`src/rtl/seq_divider_pkg.sv`:
```
// seq_divider_pkg: shared state encoding and sizing constants for the sequential divider
package seq_divider_pkg;

    localparam int DEF_WIDTH = 8;

    function automatic int cnt_w(input int w);
        return $clog2(w);
    endfunction

    localparam int CNT_W = cnt_w(DEF_WIDTH);

    typedef enum logic [1:0] {IDLE, DIV, DONE} state_e;

endpackage

```
`src/rtl/seq_divider_if.sv`:
```
// seq_divider_if: start/busy/done request and result bundle for the divider
interface seq_divider_if
    import seq_divider_pkg::*;
#(
    parameter int WIDTH = DEF_WIDTH
);
    logic             start;
    logic [WIDTH-1:0] dividend;
    logic [WIDTH-1:0] divisor;
    logic [WIDTH-1:0] quotient;
    logic [WIDTH-1:0] remainder;
    logic             busy;
    logic             done;
    logic             div_zero;
    logic             zero;

    modport master (
        output start, dividend, divisor,
        input  quotient, remainder, busy, done, div_zero, zero
    );

    modport slave (
        input  start, dividend, divisor,
        output quotient, remainder, busy, done, div_zero, zero
    );
endinterface

```
`src/rtl/seq_divider_div_step.sv`:
```
// seq_divider_div_step: one restoring-division iteration (shift in a dividend bit, trial subtract)
module seq_divider_div_step
    import seq_divider_pkg::*;
#(
    parameter int WIDTH = DEF_WIDTH
) (
    input  logic [WIDTH:0]   acc_i,
    input  logic             dbit_i,
    input  logic [WIDTH-1:0] dsr_i,
    output logic [WIDTH:0]   acc_o,
    output logic             q_o
);
    logic [WIDTH:0]   sh;
    logic [WIDTH:0]   b_n;
    logic [WIDTH:0]   trial;
    logic [WIDTH+1:0] c;

    assign sh   = (acc_i << 1) | {{WIDTH{1'b0}}, dbit_i};
    assign b_n  = ~{1'b0, dsr_i};
    assign c[0] = 1'b1;

    for (genvar g = 0; g <= WIDTH; g++) begin : g_fa
        seq_divider_fa u_fa (
            .a_i(sh[g]),
            .b_i(b_n[g]),
            .c_i(c[g]),
            .s_o(trial[g]),
            .c_o(c[g+1])
        );
    end

    // No borrow out and a non-negative sign bit agree whenever acc < divisor.
    assign q_o   = c[WIDTH+1] & ~trial[WIDTH];
    assign acc_o = q_o ? trial : sh;
endmodule

```
`src/rtl/seq_divider_fa.sv`:
```
// seq_divider_fa: one-bit full adder cell
module seq_divider_fa (
    input  logic a_i,
    input  logic b_i,
    input  logic c_i,
    output logic s_o,
    output logic c_o
);
    assign s_o = a_i ^ b_i ^ c_i;
    assign c_o = (a_i & b_i) | (c_i & (a_i ^ b_i));
endmodule

```
`src/rtl/seq_divider.sv`:
```
// seq_divider: multi-cycle unsigned restoring divider with start/busy/done handshake
module seq_divider
    import seq_divider_pkg::*;
#(
    parameter int WIDTH = DEF_WIDTH
) (
    input  logic          clk_i,
    input  logic          rst_i,
    seq_divider_if.slave  bus
);
    localparam int CW = cnt_w(WIDTH);

    state_e           state_q, state_d;
    logic [CW-1:0]    cnt_q, cnt_d;
    logic [WIDTH:0]   acc_q, acc_d, step_acc;
    logic [WIDTH-1:0] dvd_q, dvd_d, dsr_q, dsr_d;
    logic [WIDTH-1:0] quo_q, quo_d, rem_q, rem_d, q_shift;
    logic             dz_q, dz_d, zero_q, zero_d, step_q;

    seq_divider_div_step #(.WIDTH(WIDTH)) u_step (
        .acc_i(acc_q),
        .dbit_i(dvd_q[WIDTH-1]),
        .dsr_i(dsr_q),
        .acc_o(step_acc),
        .q_o(step_q)
    );

    // The dividend register doubles as the quotient register as bits shift out.
    assign q_shift = {dvd_q[WIDTH-2:0], step_q};

    // Next state: accept requests in IDLE/DONE, iterate in DIV, publish results only at the end.
    always_comb begin
        state_d = state_q;
        cnt_d   = cnt_q;
        acc_d   = acc_q;
        dvd_d   = dvd_q;
        dsr_d   = dsr_q;
        quo_d   = quo_q;
        rem_d   = rem_q;
        dz_d    = dz_q;
        zero_d  = zero_q;
        case (state_q)
            DIV: begin
                acc_d = step_acc;
                dvd_d = q_shift;
                cnt_d = cnt_q - CW'(1);
                if (cnt_q == '0) begin
                    state_d = DONE;
                    quo_d   = q_shift;
                    rem_d   = step_acc[WIDTH-1:0];
                    zero_d  = q_shift == '0;
                    dz_d    = 1'b0;
                end
            end
            default: begin
                state_d = IDLE;
                if (bus.start && bus.divisor != '0) begin
                    state_d = DIV;
                    acc_d   = '0;
                    dvd_d   = bus.dividend;
                    dsr_d   = bus.divisor;
                    cnt_d   = CW'(WIDTH - 1);
                end else if (bus.start) begin
                    state_d = DONE;
                    quo_d   = '1;
                    rem_d   = bus.dividend;
                    dz_d    = 1'b1;
                    zero_d  = 1'b0;
                end
            end
        endcase
    end

    // State and datapath registers; reset aborts any divide in flight.
    always_ff @(posedge clk_i) begin
        if (rst_i) begin
            state_q <= IDLE;
            cnt_q   <= '0;
            acc_q   <= '0;
            dvd_q   <= '0;
            dsr_q   <= '0;
            quo_q   <= '0;
            rem_q   <= '0;
            dz_q    <= 1'b0;
            zero_q  <= 1'b0;
        end else begin
            state_q <= state_d;
            cnt_q   <= cnt_d;
            acc_q   <= acc_d;
            dvd_q   <= dvd_d;
            dsr_q   <= dsr_d;
            quo_q   <= quo_d;
            rem_q   <= rem_d;
            dz_q    <= dz_d;
            zero_q  <= zero_d;
        end
    end

    assign bus.busy      = state_q == DIV;
    assign bus.done      = state_q == DONE;
    assign bus.quotient  = quo_q;
    assign bus.remainder = rem_q;
    assign bus.div_zero  = dz_q;
    assign bus.zero      = zero_q;
endmodule

```
`src/flat_wrapper.sv`:
```
// flat-port wrapper written by rule: the top's interface ports become plain ports
module seq_divider_flat import seq_divider_pkg::*;
#(
    parameter int WIDTH = DEF_WIDTH
)
  (clk_i, rst_i, bus_start, bus_dividend, bus_divisor, bus_quotient, bus_remainder, bus_busy, bus_done, bus_div_zero, bus_zero);
  seq_divider_if #(.WIDTH(WIDTH)) bus_i ();
  input  logic clk_i;
  input  logic rst_i;
  input wire logic [$bits(bus_i.start)-1:0] bus_start;
  input wire logic [$bits(bus_i.dividend)-1:0] bus_dividend;
  input wire logic [$bits(bus_i.divisor)-1:0] bus_divisor;
  output wire logic [$bits(bus_i.quotient)-1:0] bus_quotient;
  output wire logic [$bits(bus_i.remainder)-1:0] bus_remainder;
  output wire logic [$bits(bus_i.busy)-1:0] bus_busy;
  output wire logic [$bits(bus_i.done)-1:0] bus_done;
  output wire logic [$bits(bus_i.div_zero)-1:0] bus_div_zero;
  output wire logic [$bits(bus_i.zero)-1:0] bus_zero;
  assign bus_i.start = bus_start;
  assign bus_i.dividend = bus_dividend;
  assign bus_i.divisor = bus_divisor;
  assign bus_quotient = bus_i.quotient;
  assign bus_remainder = bus_i.remainder;
  assign bus_busy = bus_i.busy;
  assign bus_done = bus_i.done;
  assign bus_div_zero = bus_i.div_zero;
  assign bus_zero = bus_i.zero;
  seq_divider #(.WIDTH(WIDTH)) u_core (.clk_i(clk_i), .rst_i(rst_i), .bus(bus_i));
endmodule
```
`config.mk`:
```
export PLATFORM = sky130hd
export DESIGN_NAME = seq_divider_flat
export DESIGN_NICKNAME = d
export VERILOG_FILES = /design/src/rtl/seq_divider_pkg.sv /design/src/rtl/seq_divider_if.sv /design/src/rtl/seq_divider_div_step.sv /design/src/rtl/seq_divider_fa.sv /design/src/rtl/seq_divider.sv /design/src/flat_wrapper.sv
export SDC_FILE = /design/constraint.sdc
export NUM_CORES = 1
export LEC_CHECK = 0
export ABC_AREA = 1
export BUFFER_PORTS_ARGS = -buffer_cell sky130_fd_sc_hd__buf_2
export CAP_MARGIN = 20
export CORE_MARGIN = 5
export CORE_UTILIZATION = 57
export CTS_CLUSTER_DIAMETER = 40
export DETAILED_ROUTE_END_ITERATION = 8
export PLACE_DENSITY = 0.86
export SKIP_CTS_REPAIR_TIMING = 1
export SLEW_MARGIN = 30
export SYNTH_ARGS = -nofsm -noshare
export SYNTH_HDL_FRONTEND = slang
export SYNTH_HIERARCHICAL = 1
export SYNTH_SLANG_ARGS = --single-unit
```
`constraint.sdc`:
```
create_clock -name clk_i -period 10.5 [get_ports clk_i]
set_input_delay 2.1 -clock clk_i [delete_from_list [all_inputs] [get_ports clk_i]]
set_output_delay 2.1 -clock clk_i [all_outputs]
set_load 0.005 [all_outputs]
```
==> impl_metrics.py <==
metrics = {
    "sta": {
        "finalHoldViolations": 0,
        "fin_crit_ps": 5000,
        "slew_headroom_pct": 41.1,
        "worstMarginPinSlew_ps": 882,
        "period_share_pct": 47.6,
        "fmax_mhz": 200,
        "rsz0062_at_grt": "false",
        "setup_slack_ps": 5500,
        "setup_viol": 0,
        "finalSetupTns_ps": 0,
        "slew_violations": 0,
        "fin_worst_skew_ps": 9.71,
    },
    "pwr": {
        "powerDensity_nw_per_um2": 151,
        "power_mw": 0.404,
        "vdd.ir_drop.worst_mv": 0.110,
        "p_leak_nw": 1.35,
    },
    "clock_tree": {
        "clk_pin_slew_ps": 90,
        "cts.htree.levels": 2,
        "root_buffer": "clkbuf_8",
        "cts_buffer_depth": 2,
        "cts.sinks": 47,
        "cts_tree": "done",
        "cts_buffers": 5,
        "clock_latency_ps": 300,
    },
    "worst_setup_path": {
        "critPathCaptureType": "flop",
        "arrival_ps": 5250,
        "path_class": "flop to flop",
        "crit_top_cell": "fa_1",
        "crit_buf_inv": 1,
        "cp_data_required_time_ps": 10750,
        "cp_top_family": "adder cells",
        "slowest_stage": "fa_1",
        "worstSetupStartpointType": "flop",
        "crit_chain": "fa_1 -> fa_1 -> fa_1 -> fa_1 -> fa_1 -> fa_1 -> fa_1 -> fa_1 -> fa_1 -> nand2_8 -> nand2_1 -> nand2_1 -> nand2_1 -> o21ai_0 -> inv_1 -> nand2_1 -> nand2_1 -> nor2_1",
        "critPathMaxStageDelay_ps": 570,
        "crit_fanout": 9,
    },
    "synthesis": {
        "synth_area_sq_um": 2400,
        "yosysWarnings": 6,
        "synth_cells": 333,
        "syn-mean-instance-area_sq_um": 7.20,
    },
    "global_route": {
        "grt_pass1_wl_um": 9160,
        "grt_usage_pct": 21.5,
        "antenna_found_initial": 0,
        "overflow": 0,
        "grt_pass1_vias": 2011,
        "grt_max_degree": 34,
    },
    "floorplanning": {
        "fp.dieArea_sq_um": 5600,
        "chipHeight_um": 74.8,
        "core_sq_um": 4030,
        "initial_core_util_pct": 59.5,
        "ios": 39,
        "row_count": 23,
        "die_x_um": 74.8,
    },
    "routing": {
        "first_iter_violations": 163,
        "ant_nets": 0,
        "drc": 0,
        "wl_per_cell_um": 13.0,
        "vias": 2133,
        "first_pass_iters": 5,
        "viasPerCell": 5.12,
        "wl_um": 5420,
    },
    "outcome": {
        "status": "complete, no violations",
    },
    "finish": {
        "fin_nets": 396,
        "final_cells": 417,
        "syn_to_final_growth_pct": 11.5,
        "layout-drive-gt1-share_pct": 16.3,
        "postLayoutCellArea_sq_um": 2670,
        "diodes": 0,
    },
    "worst_hold_path": {
        "hp-class": "flop to flop",
    },
    "place": {
        "gp_congestion": 0.916,
        "io_buffers": 38,
        "dp.cells": 409,
        "place_hpwl_um": 3920,
        "post-place-ws_ps": 5630,
        "place_area_sq_um": 2570,
    },
    "job": {
        "cap_violations": 0,
    },
}
worst min-delay path, cell delays in order, from the launching register on:
cell	delay, ps
dfxtp_1	350
o21ai_1	70
inv_1	40
through the flow:
step	util [%]	hold slack (ps)
2_1_floorplan	-	437
3_3_place_gp	63.9	451
3_5_place_dp	63.9	455
4_1_cts	66.3	481
5_1_grt	66.3	495
6_report	66.3	482
sequential cells by signal (all words and copies together) (netlist names):
name,cells
u_core/bus.quotient,8
u_core/dvd_q,8
u_core/cnt_q,3
u_core/bus.zero,1
u_core/state_q,2
u_core/bus.remainder,8
u_core/dsr_q,8
u_core/acc_q,8
u_core/bus.div_zero,1
routing by layer:
| metal | GRT usage [%] | vias up | part of all wire, % |
|---|---|---|---|
| li1 | - | 1099 | - |
| met4 | 8.70 | 0 | 1.5 |
| met3 | 4.27 | 7 | 6.1 |
| met5 | 0 | - | 0 |
| met2 | 34.5 | 70 | 48 |
| met1 | 28.5 | 957 | 45 |
final cells by class:
class	count	area, sq um
fill	367	1360
multi-input combinational	222	1180
sequential	47	941
inverter	52	198
timing repair buffer	38	190
clock buffer	6	82.6
tap	50	62.6
clock inverter	2	16.3
layout by cell type, fill, tap and decap left out:
cell type / n
nand2_4: 3
nor2_8: 1
inv_2: 4
buf_2: 38
nand3_1: 37
conb_1: 2
o21ai_1: 1
clkinv_4: 1
nor2_1: 55
nand2_8: 1
clkinvlp_4: 1
inv_4: 1
a31oi_1: 6
ha_1: 2
a21oi_1: 12
o21ai_2: 1
o21ai_0: 26
nand2_2: 2
nor2_2: 1
nand2_1: 60
dfxtp_1: 47
inv_1: 47
clkbuf_8: 6
nor3_1: 2
o21bai_1: 1
fa_1: 9
path summary, 6_finish.rpt:
kind | from | end | slack [ps] | cells past startpoint
max | u_core/dvd_q[7]$_SDFFE_PP0P_ | u_core/bus.remainder[3]$_SDFFE_PP0P_ | 5500 | 18
min | u_core/bus.quotient[6]$_SDFFE_PP0P_ | u_core/bus.quotient[6]$_SDFFE_PP0P_ | 480 | 2
max reg2reg | u_core/dvd_q[7]$_SDFFE_PP0P_ | u_core/bus.remainder[3]$_SDFFE_PP0P_ | 5500 | 18
min reg2reg | u_core/bus.quotient[6]$_SDFFE_PP0P_ | u_core/bus.quotient[6]$_SDFFE_PP0P_ | 480 | 2
power breakdown:
group / switching (mW) / leakage (nW) / internal, mW / total, mW
combinational: 0.0548 / 0.913 / 0.0321 / 0.0869
sequential: 0.00746 / 0.386 / 0.192 / 0.200
clock: 0.0636 / 0.0474 / 0.0538 / 0.117
total: 0.126 / 1.35 / 0.278 / 0.404
Note: power is estimated with default switching activity, not from simulation.
